### src/rtl/restoring_divider16.sv
// Iterative 16-bit unsigned restoring divider: one shift-and-subtract step per clock,
// Start/Done handshake, quotient/remainder/divide-by-zero held in output registers.
module restoring_divider16 (
   input  logic        clk,
   input  logic        rst_n,
   input  logic        start_i,
   input  logic [15:0] dividend_i,
   input  logic [15:0] divisor_i,
   output logic [15:0] quotient_o,
   output logic [15:0] remainder_o,
   output logic        busy_o,
   output logic        done_o,
   output logic        div_by_zero_o
);

   typedef enum logic [1:0] {
      IDLE = 2'd0,
      CALC = 2'd1,
      DONE = 2'd2
   } state_t;

   state_t      state_q;
   logic [16:0] r_q;
   logic [15:0] q_q;
   logic [15:0] d_q;
   logic [4:0]  cnt_q;
   logic [15:0] quotient_q;
   logic [15:0] remainder_q;
   logic        busy_q;
   logic        done_q;
   logic        dbz_q;

   logic [16:0] r_shift_d;
   logic [16:0] t_d;
   logic [16:0] r_step_d;
   logic [15:0] q_step_d;
   logic        no_borrow_d;

   // Trial subtraction in 17-bit two's complement: T = R_shifted - D, so a clear
   // sign bit means the divisor fits and the difference becomes the new remainder.
   always_comb begin
      r_shift_d   = {r_q[15:0], q_q[15]};
      t_d         = r_shift_d + ~{1'b0, d_q} + 17'd1;
      no_borrow_d = ~t_d[16];
      r_step_d    = no_borrow_d ? t_d : r_shift_d;
      q_step_d    = {q_q[14:0], no_borrow_d};
   end

   always_ff @(posedge clk or negedge rst_n) begin
      if (!rst_n) begin
         state_q     <= IDLE;
         r_q         <= '0;
         q_q         <= '0;
         d_q         <= '0;
         cnt_q       <= '0;
         quotient_q  <= '0;
         remainder_q <= '0;
         busy_q      <= 1'b0;
         done_q      <= 1'b0;
         dbz_q       <= 1'b0;
      end else begin
         case (state_q)
            IDLE: begin
               done_q <= 1'b0;
               if (start_i) begin
                  d_q   <= divisor_i;
                  q_q   <= dividend_i;
                  r_q   <= '0;
                  cnt_q <= '0;
                  if (divisor_i == 16'd0) begin
                     state_q     <= DONE;
                     done_q      <= 1'b1;
                     dbz_q       <= 1'b1;
                     quotient_q  <= 16'hFFFF;
                     remainder_q <= dividend_i;
                  end else begin
                     state_q <= CALC;
                     busy_q  <= 1'b1;
                  end
               end
            end
            CALC: begin
               r_q   <= r_step_d;
               q_q   <= q_step_d;
               cnt_q <= cnt_q + 5'd1;
               // Last iteration: publish the step results directly so Done and data align.
               if (cnt_q == 5'd15) begin
                  state_q     <= DONE;
                  busy_q      <= 1'b0;
                  done_q      <= 1'b1;
                  dbz_q       <= 1'b0;
                  quotient_q  <= q_step_d;
                  remainder_q <= r_step_d[15:0];
               end
            end
            DONE: begin
               done_q  <= 1'b0;
               state_q <= IDLE;
            end
            default: begin
               state_q <= IDLE;
               busy_q  <= 1'b0;
               done_q  <= 1'b0;
            end
         endcase
      end
   end

   assign quotient_o    = quotient_q;
   assign remainder_o   = remainder_q;
   assign busy_o        = busy_q;
   assign done_o        = done_q;
   assign div_by_zero_o = dbz_q;

endmodule

### config.mk
export PLATFORM = sky130hd
export DESIGN_NAME = restoring_divider16
export DESIGN_NICKNAME = d
export VERILOG_FILES = /design/src/rtl/restoring_divider16.sv
export SDC_FILE = /design/constraint.sdc
export NUM_CORES = 1
export LEC_CHECK = 0
export CAP_MARGIN = 20
export CORE_UTILIZATION = 40
export CTS_CLUSTER_DIAMETER = 100
export DETAILED_ROUTE_END_ITERATION = 7
export PLACE_DENSITY = 0.7
export SETUP_SLACK_MARGIN = 0.15
export SLEW_MARGIN = 15
export SYNTH_ARGS = -nofsm -noshare
export SYNTH_HDL_FRONTEND = slang
export SYNTH_SLANG_ARGS = --single-unit
### constraint.sdc
create_clock -name clk -period 4.3 [get_ports clk]
set_input_delay 0.86 -clock clk [delete_from_list [all_inputs] [get_ports clk]]
set_output_delay 0.86 -clock clk [all_outputs]
set_load 0.01 [all_outputs]
Yosys cells after proc, flatten, opt, wreduce, memory -nomap -nowiden
Index checks and enable logic that the tools add are counted.

Register bits after elaboration: 90. Input port bits: 35. Word-level logic and storage cells: 61. Output and inout port bits: 35.

Bitwise logic cells: 3. Reductions and logical operators: 8. Add/subtract/negate cells: 3. Equality and inequality tests: 7. Multiplexer cells: 30.

Operators by type and width (number): two-way mux 16 bit (9); one-hot mux 16 bit (2 select lines) (4); adder 17 x 1 -> 17 bit, second input constant (1); adder 17 bit (1); inverter 16 -> 17 bit (1); logical NOT 16 bit (1); one-hot mux 5 bit (2 select lines) (1); two-way mux 1 bit (8); != test 2 bit, second input constant (4); AND reduction 4 bit (2); two-way mux 2 bit (3); AND reduction 2 bit (3); adder 5 x 1 -> 5 bit, second input constant (1); == test 5 x 4 -> 1 bit, second input constant (1); two-way mux 5 bit (1); one-hot mux 1 bit (2 select lines) (2); one-hot mux 2 bit (2 select lines) (1); one-hot mux 1 bit (3 select lines) (1); == test 2 x 1 -> 1 bit, second input constant (1); == test 2 bit, second input constant (1); logical NOT 2 bit (1); inverter 1 bit (2); nonzero test 2 bit (1).

Depth between registers and ports, before layout
Depth after elaboration: 6. Mapped depth: 12. Depth with buffers taken out: 10.

Least setup slack after synthesis
OpenSTA, ideal clock, no wires.

Kind: register to register. From: register q_q[15]. To: register remainder_q[7] (netlist: remainder_o[7]). Path buffers: 1. Clock period less this slack: 2355 ps. Library setup time: 118 ps. Arrival: 2237 ps. Data required time: 4182 ps. Setup slack: 1945 ps. Stages on the path, launching flop included: 12. Path through: dfrtp_1 -> inv_1 -> ha_1 -> fa_1 -> nor2b_1 -> o211ai_1 -> and2_1 -> o221ai_2 -> buf_6 -> mux2i_1 -> a21oi_1 -> a21o_1.

Word-level cells in the longest chain between the ends: 5.

Ends and longest elaborated chain: start: declaration (RTL line 24) `logic [15:0] q_q;`; start signal: assignment (RTL line 67) `q_q <= dividend_i;`; start signal: assignment (RTL line 84) `q_q <= q_step_d;`; adder 17 bit (RTL line 43) `t_d = r_shift_d + ~{1'b0, d_q} + 17'd1;`; adder 17 x 1 -> 17 bit (RTL line 43); two-way mux 16 bit (RTL line 45) `r_step_d = no_borrow_d ? t_d : r_shift_d;`; two-way mux 16 bit (RTL line 87) `if (cnt_q == 5'd15) begin`; one-hot mux 16 bit (2 select lines) (RTL line 62) `case (state_q)`; end signal: assignment (RTL line 75) `remainder_q <= dividend_i;`; end signal: assignment (RTL line 93) `remainder_q <= r_step_d[15:0];`; end: declaration (RTL line 28) `logic [15:0] remainder_q;`.

No other way between the ends. The select of a mux whose other input is x is not followed. A chain may end at the register's enable or synchronous reset.

Worst setup path in the final report
From: register q_q[15]. To: register remainder_q[10] (netlist: remainder_o[10]).

The elaborated chain is that of the path after synthesis.

==> run metrics <==
CP bufs+invs=2; RSZ-0062 raised after global routing=no; Max-Cap Viols=0; Final Core Density=51.0%; Remaining DRCs=2; clock sink count=90; max_slew headroom=49.0%; fin crit share=73.3%; fill count=1077; initial antenna violation count=0; CTS resizes=0; per-cell routed wire length=16.8 um; total power=0.00524 W; Pre-antenna DRT Iters=7; power per cell area=885 nW/um^2; Post-Syn Instances=540; Core Rows=39; root buf cell=clkbuf_16; max-slew violations=0; multi-input logic area=2350 um^2; htree depth=3; first-pass GRT wire length=20300 um; Sum Neg Setup Slack=0 ns; nets=647; Post-synth EDFFs=0; area grow syn2layout=22.4%; WL final=12500 um; Synth area leader=dfrtp_1; post-CTS setup buffer count=0; Clock Pin Slew Worst Setup and Hold Paths=0.07 ns; Avg Synthesized Cell Area=8.96 um^2; failing checks=DRC; Post-synth ARST share=100%; layout cell share with drive strength beyond 1=5.85%; Final setup viols=0; Setup Crit Path Kind=reg2reg; post-synth top area share=46.5%; ranking of synthesized cells by area=dfrtp_1 (47%), o21ai_0 (7.8%), nand2_1 (6.5%), ha_1 (4.7%), a21oi_1 (4.1%); CP arrival=3.40 ns; Longest Clk Path Bufs=2; Final Critical Period=3.15 ns; Max IR drop VDD=0.000316 V; CTS tree=done; cts bufs inserted=9; delay-heaviest family, CP=compound AO/OA/AOI/OAI gates; ANT cells=0; type of origin of the critical path=flip-flop; Ys Warns=0; Distinct cells, synth=54; die area=12500 um^2; post-synthesis cell area=4840 um^2; gr usage total=20.7%; Vias/cell=5.64; worst-path maximum fanout=17; global route overflow=0; register area=2250 um^2; hold violation count in the final report=0; Main synth FF type=dfrtp_1; Mapped Nets=594; CP Data Required Time=4.55 ns; CP max stage delay=0.61 ns; vias in the first global route=4054; clock skew=0.00918 ns; Clk Latency, worst-skew pair=0.34 ns; Post-DP HPWL=8770 um; worst-path cell chain=inv_1 > ha_1 > fa_1 > nor2b_1 > o211ai_1 > and2_1 > o221ai_2 > buf_4 > nor2b_1 > a32oi_1 > o211ai_1; Worst Tran Pin Value=0.765 ns; die width=112 um; post-synthesis sequential area ratio=46.5%; count of input and output buffers=69; hold_ws=0.473 ns; Setup crit end kind=flip-flop; Via Count=4176; die span in y=112 um; largest net degree at the start of global routing=61; total I/O pin count=70; Yosys reg bits=90; CP max-delay cell=o221ai_2; number of routed nets with antenna violations=0; fmax=317 MHz; Core ar.=11600 um^2; Worst Hold Class=reg2reg; status=finished with violations; P_leak=2.57 nW; CTS hold repair buffers=0; First DRT Iteration DRCs=311; RePlAce Congestion=0.834; Initial Util=41.7%
[final timing paths]
check	from	to	slack, ns	depth (start not counted)
max	q_q[15]	remainder_o[10]	1.15	11
min	quotient_o[4]	quotient_o[4]	0.47	2
max reg2reg	q_q[15]	remainder_o[10]	1.15	11
min reg2reg	quotient_o[4]	quotient_o[4]	0.47	2
max in group asynchronous	rst_n	d_q[4]	2.77	2
min in group asynchronous	rst_n	quotient_o[13]	0.59	1
[worst reg2reg max path: stages, from the launching register on]
cell	delay, ns
dfrtp_1	0.37
inv_1	0.07
ha_1	0.22
fa_1	0.39
nor2b_1	0.27
o211ai_1	0.17
and2_1	0.18
o221ai_2	0.61
buf_4	0.34
nor2b_1	0.24
a32oi_1	0.09
o211ai_1	0.12
[synth_stat cells (2+ instances only)]
master    count
a22oi_1      16
nor3_1        5
buf_4         2
nor4_1        4
o22ai_1       3
clkbuf_1     26
and2_1        3
and4_1        3
a211o_1       2
nand3b_1      5
o211ai_1     10
ha_1         18
a221oi_1      2
and3_1        4
a31oi_1       3
nand2_1      84
a32oi_1       4
inv_1        21
a211oi_1      4
xor2_1        3
nand3_1       8
xnor2_1       7
o21a_1        2
o21ai_0      75
buf_2         6
a21oi_1      40
nand2b_1      8
a21o_1        6
o21ai_2       2
nor2_1       24
nand4_1       4
nor2b_1      22
dfrtp_1      90
mux2i_1       4
[power breakdown]
part / total [W] / internal [W] / switching (W)
clock network: 0.000804 / 0.000458 / 0.000346
registers: 0.00155 / 0.00125 / 0.000297
logic: 0.00289 / 0.00127 / 0.00162
[final cells by class]
| type | count | area share (%) |
|---|---|---|
| flip-flops and latches | 90 | 38.0 |
| well taps | 143 | 3.02 |
| clock inverters | 6 | 1.25 |
| multi-input cells | 392 | 39.7 |
| clock buffers | 10 | 3.87 |
| repair buffers | 78 | 12.8 |
| inverters | 22 | 1.39 |
[flip-flops by register name, summed over array words and instances (netlist names)]
signal,flops
quotient_o,16
busy_o,1
q_q,16
state_q,2
done_o,1
r_q,16
remainder_o,16
cnt_q,5
div_by_zero_o,1
d_q,16
[logic make-up (layout without fill, tap and decap cells)]
group / Yosys count / in the layout / share of synthesized area [%]
flops: 90 / 90 / 46.5
simple gates: 180 / 180 / 17.9
fa+ha+maj: 19 / 19 / 5.07
xor+xnor: 10 / 10 / 1.81
buf+inv: 58 / 116 / 4.96
mux: 5 / 5 / 1.06
compound gates: 178 / 178 / 22.6
[through the flow]
stage | cell area [um^2] | instances | worst slack, ns
5_1_grt | 5920 | 741 | 0.866
2_1_floorplan | 4840 | 540 | 1.95
3_5_place_dp | 5620 | 725 | 1.03
3_3_place_gp | 5620 | 725 | 1.13
4_1_cts | 5920 | 741 | 1.20
6_report | 5920 | 741 | 1.15
[cell usage in the layout (no fill, tap or decap), types with 5 or more instances in the layout]
cell             instances
o21ai_0                 75
xnor2_1                  7
nor2b_1                 21
nor2_1                  24
nand2b_1                 8
ha_1                    18
a22oi_1                 16
inv_1                   21
nand2_1                 84
nand3b_1                 5
buf_4                   10
a21oi_1                 40
nand3_1                  8
a21o_1                   6
clkdlybuf4s50_1         68
nor3_1                   5
clkbuf_16                9
o211ai_1                10
dfrtp_1                 90
[layer usage]
layer	global-route usage, %	wire (um)	part of all wire [%]
met5	0	0	0
met3	2.45	604	4.8
met2	34.5	6150	49
met4	9.33	342	2.7
met1	27.1	5370	43
(Power assumes the default switching activity.)
